### config.mk
export PLATFORM = sky130hd
export DESIGN_NAME = adc_serial_chain_interface
export DESIGN_NICKNAME = d
export VERILOG_FILES = /design/src/rtl/adc_serial_chain_interface.sv
export SDC_FILE = /design/constraint.sdc
export NUM_CORES = 1
export LEC_CHECK = 0
export ABC_AREA = 1
export CAP_MARGIN = 20
export CORE_MARGIN = 3
export CORE_UTILIZATION = 35
export CTS_BUF_LIST = sky130_fd_sc_hd__clkbuf_2
export DETAILED_ROUTE_END_ITERATION = 10
export PLACE_DENSITY = 0.61
export SYNTH_ARGS = -nofsm -noshare
export SYNTH_HDL_FRONTEND = slang
export SYNTH_SLANG_ARGS = --single-unit
### constraint.sdc
create_clock -name CLK -period 2.11 [get_ports CLK]
set_input_delay 0.422 -clock CLK [delete_from_list [all_inputs] [get_ports CLK]]
set_output_delay 0.422 -clock CLK [all_outputs]
set_load 0.02 [all_outputs]
### src/rtl/adc_serial_chain_interface.sv
// Daisy-chained SAR ADC readout controller.
// A conversion request raises CNV for CNV_CYCLES cycles, then N_CH*DATA_W
// SCK periods clock the chain out of SDO. The packed words are published
// on RESULT together with a one-cycle VALID pulse. Requests that arrive
// while busy are dropped and flagged with OVERRUN on the following cycle.
//
// Request handshake: CNV_START is a single-cycle strobe. It is accepted in
// any cycle where BUSY is low and rst is low. Acceptance is visible in the
// same cycle because CNV rises combinationally. A strobe seen while BUSY is
// high is dropped, and OVERRUN pulses for exactly one cycle afterwards.
// There is no back-pressure: the requester can watch BUSY but is never
// stalled.
module adc_serial_chain_interface #(
    parameter int DATA_W     = 16,
    parameter int N_CH       = 2,
    parameter int SCK_HALF   = 1,
    parameter int CNV_CYCLES = 46
) (
    input  logic                     CLK,
    input  logic                     rst,
    input  logic                     CNV_START,
    input  logic                     SDO,
    output logic                     BUSY,
    output logic                     CNV,
    output logic                     SCK,
    output logic                     SDI,
    output logic [N_CH*DATA_W-1:0]   RESULT,
    output logic                     VALID,
    output logic                     OVERRUN
);

    localparam int B       = N_CH * DATA_W;
    localparam int CYC_MAX = (CNV_CYCLES > SCK_HALF) ? CNV_CYCLES : SCK_HALF;
    localparam int CYC_W   = $clog2(CYC_MAX + 1);
    localparam int BIT_W   = $clog2(B + 1);

    localparam logic [CYC_W-1:0] CNV_LAST  = CYC_W'(CNV_CYCLES - 1);
    localparam logic [CYC_W-1:0] HALF_LAST = CYC_W'(SCK_HALF - 1);
    localparam logic [BIT_W-1:0] BIT_LAST  = BIT_W'(B - 1);

    typedef enum logic [1:0] {
        S_IDLE    = 2'd0,
        S_CONVERT = 2'd1,
        S_READ    = 2'd2,
        S_DONE    = 2'd3
    } state_t;

    state_t           state_q;
    state_t           state_d;
    logic [CYC_W-1:0] cyc_cnt;
    logic [BIT_W-1:0] bit_cnt;
    logic             sck_q;
    logic             overrun_q;
    logic [B-1:0]     shift_q;
    logic [B-1:0]     shift_mapped;
    logic [B-1:0]     result_q;
    logic             half_tick;

    // The request cycle itself is the first CNV cycle, so the CONVERT state
    // covers the remaining CNV_CYCLES-1 cycles.
    assign CNV     = (state_q == S_CONVERT) ||
                     ((state_q == S_IDLE) && CNV_START && !rst);
    assign BUSY    = (state_q != S_IDLE);
    assign VALID   = (state_q == S_DONE);
    assign SCK     = sck_q;
    assign SDI     = 1'b1;
    assign RESULT  = result_q;
    assign OVERRUN = overrun_q;

    assign half_tick = (cyc_cnt == HALF_LAST);

    // The first word shifted in belongs to channel 0 and ends up in the top
    // of the shift register; reverse the word order for RESULT.
    always_comb begin
        shift_mapped = '0;
        for (int c = 0; c < N_CH; c++) begin
            shift_mapped[c*DATA_W +: DATA_W] = shift_q[(N_CH-1-c)*DATA_W +: DATA_W];
        end
    end

    // Next-state logic for the conversion/readout sequence.
    always_comb begin
        state_d = state_q;
        case (state_q)
            S_IDLE: begin
                if (CNV_START) begin
                    state_d = (CNV_CYCLES == 1) ? S_READ : S_CONVERT;
                end
            end
            S_CONVERT: begin
                if (cyc_cnt == CNV_LAST) begin
                    state_d = S_READ;
                end
            end
            S_READ: begin
                if (half_tick && sck_q && (bit_cnt == BIT_LAST)) begin
                    state_d = S_DONE;
                end
            end
            S_DONE: begin
                state_d = S_IDLE;
            end
            default: begin
                state_d = S_IDLE;
            end
        endcase
    end

    // State register, timing counters, SCK generation and data capture.
    always_ff @(posedge CLK) begin
        if (rst) begin
            state_q   <= S_IDLE;
            cyc_cnt   <= '0;
            bit_cnt   <= '0;
            sck_q     <= 1'b0;
            overrun_q <= 1'b0;
            shift_q   <= '0;
            result_q  <= '0;
        end else begin
            state_q   <= state_d;
            overrun_q <= CNV_START && (state_q != S_IDLE);
            case (state_q)
                S_IDLE: begin
                    if (CNV_START) begin
                        cyc_cnt <= (CNV_CYCLES == 1) ? '0 : CYC_W'(1);
                        bit_cnt <= '0;
                        sck_q   <= 1'b0;
                    end
                end
                S_CONVERT: begin
                    if (cyc_cnt == CNV_LAST) begin
                        cyc_cnt <= '0;
                    end else begin
                        cyc_cnt <= cyc_cnt + 1'b1;
                    end
                end
                S_READ: begin
                    if (half_tick) begin
                        cyc_cnt <= '0;
                        sck_q   <= !sck_q;
                        if (!sck_q) begin
                            // Rising SCK edge: capture the bit the chain is presenting.
                            shift_q <= (shift_q << 1) | B'(SDO);
                        end else if (bit_cnt == BIT_LAST) begin
                            result_q <= shift_mapped;
                            bit_cnt  <= '0;
                        end else begin
                            bit_cnt <= bit_cnt + 1'b1;
                        end
                    end else begin
                        cyc_cnt <= cyc_cnt + 1'b1;
                    end
                end
                S_DONE: begin
                    cyc_cnt <= '0;
                end
                default: begin
                    cyc_cnt <= '0;
                end
            endcase
        end
    end

endmodule

==> impl_metrics.py, run 1 <==
metrics = {
    "run_status": {
        "status": "complete, no violations",
    },
    "critical_path": {
        "crit_fanout": 2,
        "crit_path_end_kind": "output pin",
        "worstSetupPathType": "flip-flop to output pin",
        "worstPathArrival_ns": 1.57,
        "start_kind": "flip-flop",
        "required_ns": 1.69,
    },
    "place": {
        "place_inst": 564,
        "io_buffers": 40,
        "dpl.hpwl_mm": 4.542,
        "gp_congestion": 0.7723,
    },
    "synth": {
        "synth_edf_count": 0,
        "synthFlopType": "dfxtp_1",
        "synthDistinctLibCells": 29,
        "async_flop_share_pct": 0,
        "yosysTopAreaCellShare_pct": 48.85,
        "ys_seq_area_share_pct": 48.85,
        "synth_area_sq_um": 3278,
        "yosysWarnings": 0,
        "synthesis.nets": 441,
        "syn_avg_cell_area_sq_um": 7.659,
        "synthTopCellsByArea": "dfxtp_1 49%, nor2_1 16%, o21ai_0 7.3%",
        "synth-seq-cells": 80,
        "yosysTopAreaCell": "dfxtp_1",
        "syn_inst": 428,
    },
    "floorplanning": {
        "die_area_sq_um": 10560,
        "ios": 42,
        "start_util_pct": 36.87,
        "die-width_um": 102.8,
        "rows": 34,
        "die_h_um": 102.8,
        "core_sq_um": 8891,
    },
    "routing": {
        "vias": 2744,
        "vias_per_cell": 4.715,
        "first_pass_iters": 4,
        "wl_per_cell_um": 11.58,
        "drc_errors": 0,
        "routed_wl_mm": 6.739,
        "drtIter0Drc": 136,
        "route.antenna.remaining_nets": 0,
    },
    "power_and_ir_drop": {
        "finalPower_mw": 4.251,
        "p_switching_mw": 1.528,
        "pwr-share-clk_pct": 25.9,
        "p_per_area_nw_per_um2": 1076,
        "combPwrFrac_pct": 29.0,
        "p_seq_share_pct": 45.1,
        "leakage_nw": 1.659,
        "irDropWorstVdd_v": 0.0003078,
        "internal-power_mw": 2.723,
        "p_sw_share_pct": 35.95,
    },
    "layout": {
        "stdcell_count": 582,
        "num_antenna_cells": 0,
        "syn_to_final_growth_pct": 20.57,
        "drive_above_1_share_pct": 11.81,
        "fin_util_pct": 44.46,
        "nNetsFinal": 482,
    },
    "sta": {
        "hold_violations": 0,
        "finalMaxSlewViolations": 0,
        "setup_viol": 0,
        "fmax_mhz": 501.4,
        "min_period_ns": 1.994,
        "finalSetupTns_ns": 0,
        "timing.hold.ws_ns": 0.4842,
        "fin_skew_ns": 0.03231,
        "post-route-period-util_pct": 94.51,
    },
    "global_routing": {
        "grt_usage_pct": 13.79,
        "grt_max_degree": 44,
        "grt.overflow.total": 0,
        "antenna_found_initial": 0,
        "grt_pass1_wl_mm": 11.63,
        "grt_pass1_vias": 2538,
    },
    "cts": {
        "cts_sinks": 80,
        "ctsHoldBuffers": 0,
        "clock-root-buffer": "clkbuf_2",
        "cts_buffer_depth": 2,
        "insertion_delay_ns": 0.54,
        "cts_tree": "built",
        "clk_pin_slew_ns": 0.23,
        "cts_buffers": 9,
        "htreeDepth": 3,
    },
    "hold_path": {
        "hold_class": "primary input to flip-flop",
    },
    "job": {
        "max_cap_viol_count": 0,
    },
}
==> power groups by stage <==
stage / sequential [mW] / combinational (mW) / clock [mW]
3_5_place_dp: 1.94 / 1.18 / 0
5_1_grt: 1.95 / 1.42 / 1.20
3_3_place_gp: 1.93 / 1.16 / 0
4_1_cts: 1.91 / 1.18 / 1.14
6_report: 1.92 / 1.23 / 1.10
2_1_floorplan: 1.91 / 0.946 / 0
==> sequential cells by signal, summed over array words and instances, names as in the netlist <==
name / cells
bit_cnt: 6
state_q: 2
cyc_cnt: 6
SCK: 1
OVERRUN: 1
shift_q: 32
RESULT: 32
==> layout make-up <==
class                      instances  area, sq um
fill                             885         4938
inverter                          27        106.4
tap                              108        135.1
clock buffer                       9        45.04
timing repair buffer              51        494.2
clock inverter                     7        126.4
multi-input combinational        300         1439
sequential                        80         1607
==> metrics by stage <==
stage	worst slack, ns	cell area (sq um)
2_1_floorplan	0.3814	3278
3_3_place_gp	-0.08841	3742
3_5_place_dp	-0.1350	3742
4_1_cts	-0.04110	3918
5_1_grt	-0.001669	3953
6_report	0.1158	3953
==> final timing paths <==
check | start | end | slack (ns) | cells after the start
min reg2reg | bit_cnt[1] | bit_cnt[1] | 0.49 | 2
max reg2reg | bit_cnt[0] | RESULT[31] | 0.27 | 7
min | SDO | shift_q[0] | 0.48 | 3
max | state_q[0] | CNV | 0.12 | 5
==> cells in the final DEF (no fill, tap or decap), types with 2 or more instances in the layout <==
master and count:
nor2_1 139, dfxtp_1 78, o21ai_0 48, clkdlybuf4s50_1 36
nand2_1 26, o21ai_1 24, inv_1 19, nand3_1 12
nor2_2 11, a21oi_1 11, buf_4 11, clkbuf_2 9
ha_1 8, nor3_1 6, inv_2 5, nand4_1 3
bufinv_16 3, inv_4 2, a31oi_1 2, inv_6 2
==> cell families (layout without fill, tap and decap cells) <==
kind of cell    count (synthesis)  count (layout)  synth area share (%)
flops                          80              80                 48.86
simple gates                  203             203                 26.30
other cells                     1               1                0.1144
buf+inv                        48              94                 7.786
compound gates                 87              87                 13.51
fa+ha+maj                       9               9                 3.435
==> synthesized netlist by cell type, types with 9 or more instances <==
cell      number
inv_1         24
a21oi_1       11
nor2_2        11
ha_1           9
nor2_1       139
o21ai_1       24
dfxtp_1       80
clkbuf_1       9
nand2_1       26
nand3_1       12
o21ai_0       48
buf_6          9
==> routing by layer <==
layer / up-vias / global-route usage [%] / share of wire, %
li1: 1456 / - / -
met1: 1248 / 18.46 / 50
met2: 33 / 21.55 / 46
met3: 7 / 3.315 / 3.0
met4: 0 / 5.378 / 1.4
met5: - / 0 / 0
==> repair_timing <==
item,CTS,global route
setup buffers,1,1
endpoints found under the setup margin,3,3
resized for setup,11,10
pin swaps,0,1
==> worst max-delay path: stages, from the launching register on <==
cell and delay [ns]:
dfxtp_4 0.41, buf_4 0.14, ha_1 0.22, inv_2 0.07
o31ai_2 0.05, buf_4 0.16
Note: power is estimated with default switching activity, not from simulation.
==> run 2, diff against run 1 <==
- SLEW_MARGIN: unset -> 20
==> results of run 2 <==
The final DEF is identical to that of run 1; final timing and power are the same.
==> run 3, diff against run 2 <==
==> constraint.sdc (replaced) <==
create_clock -name CLK -period 2.11 [get_ports CLK]
set_input_delay 0.211 -clock CLK [delete_from_list [all_inputs] [get_ports CLK]]
set_output_delay 0.211 -clock CLK [all_outputs]
set_load 0.02 [all_outputs]
==> run 3 against run 2 <==
Net effect: largest power group unchanged; critical path type unchanged; non-clock buffer count decreased by 2; cell area decreased by 2.6%; sequential share of layout area increased by 0.97 points.
==> impl_metrics.py, run 3 (synthesis results as in run 1) <==
metrics = {
    "power_and_ir_drop": {
        "p_per_area_nw_per_um2": 998.5,
        "leakage_nw": 1.601,
        "irDropWorstVdd_v": 0.0003031,
    },
    "floorplanning": {
        "core_sq_um": 8891,
        "start_util_pct": 36.87,
        "die-width_um": 102.8,
        "die_area_sq_um": 10560,
        "ios": 42,
        "die_h_um": 102.8,
        "rows": 34,
    },
    "critical_path": {
        "crit_fanout": 4,
        "required_ns": 1.90,
        "crit_path_end_kind": "output pin",
        "start_kind": "flip-flop",
        "worstPathArrival_ns": 1.72,
        "worstSetupPathType": "flip-flop to output pin",
    },
    "cts": {
        "htreeDepth": 3,
        "clk_pin_slew_ns": 0.21,
        "insertion_delay_ns": 0.51,
        "clock-root-buffer": "clkbuf_2",
        "cts_tree": "built",
        "cts_buffer_depth": 2,
        "cts_sinks": 80,
        "post_cts_buffers": 0,
        "cts_buffers": 9,
        "ctsHoldBuffers": 0,
    },
    "global_routing": {
        "grt_max_degree": 67,
        "grt_pass1_wl_mm": 11.74,
        "grt.overflow.total": 0,
        "grt_usage_pct": 13.86,
        "grt_pass1_vias": 2583,
        "antenna_found_initial": 0,
    },
    "routing": {
        "route.antenna.remaining_nets": 0,
        "vias": 2699,
        "vias_per_cell": 4.661,
        "drc_errors": 0,
        "routed_wl_mm": 6.429,
        "first_pass_iters": 5,
        "drtIter0Drc": 89,
        "wl_per_cell_um": 11.10,
    },
    "layout": {
        "final_cell_mix": "139 x nor2_1, 79 x dfxtp_1, 48 x o21ai_0",
        "num_antenna_cells": 0,
        "layout_commonest_cell": "nor2_1",
        "drive_above_1_share_pct": 9.979,
        "nNetsFinal": 480,
        "syn_to_final_growth_pct": 17.48,
    },
    "place": {
        "io_buffers": 40,
        "gp_congestion": 0.8026,
        "dpl.hpwl_mm": 4.390,
        "pre_cts_ws_ns": 0.2755,
    },
    "sta": {
        "timing.hold.ws_ns": 0.2646,
        "hold_violations": 0,
        "rsz0062_at_grt": "no",
        "setup_viol": 0,
        "fin_skew_ns": 0.02099,
        "post-route-period-util_pct": 91.33,
        "fmax_mhz": 518.9,
        "setup_ws_ns": 0.1829,
        "finalSetupTns_ns": 0,
        "min_period_ns": 1.927,
        "finalMaxSlewViolations": 0,
    },
    "run_status": {
        "status": "complete, no violations",
    },
    "job": {
        "max_cap_viol_count": 0,
    },
    "hold_path": {
        "hold_class": "primary input to flip-flop",
    },
}
run 3: cell count changes in the layout (fill, tap and decap cells not counted), sizes merged, moves of 2 or more:
cell           delta
buf               -2
bufinv            -2
clkdlybuf4s50     +2
clkinv            +2
inv               -3
run 3: stage by stage:
step                      cell area [sq um]  utilization, %  power [mW]  instances
after floorplan                        3278               -       2.857        428
after global placement                 3742           42.09       3.088        564
after detailed placement               3742           42.09       3.101        564
after CTS                              3845           43.25       3.896        579
after global routing                   3851           43.32       4.175        579
final                                  3851           43.32       3.845        579
run 3: path summary, 6_finish.rpt:
| kind | start | end | slack (ns) | cells past startpoint |
|---|---|---|---|---|
| max | state_q[0] | BUSY | 0.18 | 4 |
| min | CNV_START | OVERRUN | 0.26 | 3 |
| max reg2reg | state_q[0] | shift_q[13] | 0.28 | 8 |
| min reg2reg | shift_q[17] | shift_q[18] | 0.50 | 2 |
run 3: cell type report:
cell class              count  area (sq um)
multi-input cells         300          1426
fillers                   904          5040
clock buffers              10         50.05
flip-flops and latches     80          1603
inverters                  27         103.9
well taps                 108         135.1
clock inverters             5         58.81
repair buffers             49         474.2
run 3: critical path: stages (launching register included):
cell	delay [ns]
dfxtp_1	0.40
inv_1	0.10
ha_1	0.23
inv_1	0.13
dlygate4sd2_1	0.35
run 3: report_power, final:
group | total [mW] | internal, mW | leakage, nW | switching (mW)
clock | 0.789 | 0.271 | 0.0640 | 0.518
sequential | 1.91 | 1.74 | 0.649 | 0.172
combinational | 1.15 | 0.403 | 0.888 | 0.745
total | 3.85 | 2.41 | 1.60 | 1.44
run 3: what timing repair did:
action	in CTS	in global routing
endpoints found under the hold margin	0	0
endpoints found under the setup margin	2	1
resized for setup	6	2
run 3: per-layer routing:
| layer | vias up | part of all wire, % | track usage (%) | wire, um |
|---|---|---|---|---|
| li1 | 1442 | - | - | - |
| met1 | 1204 | 51 | 18.52 | 3263 |
| met2 | 46 | 44 | 21.60 | 2843 |
| met3 | 7 | 3.5 | 3.518 | 222 |
| met4 | 0 | 1.6 | 5.378 | 100 |
| met5 | - | 0 | 0 | 0 |
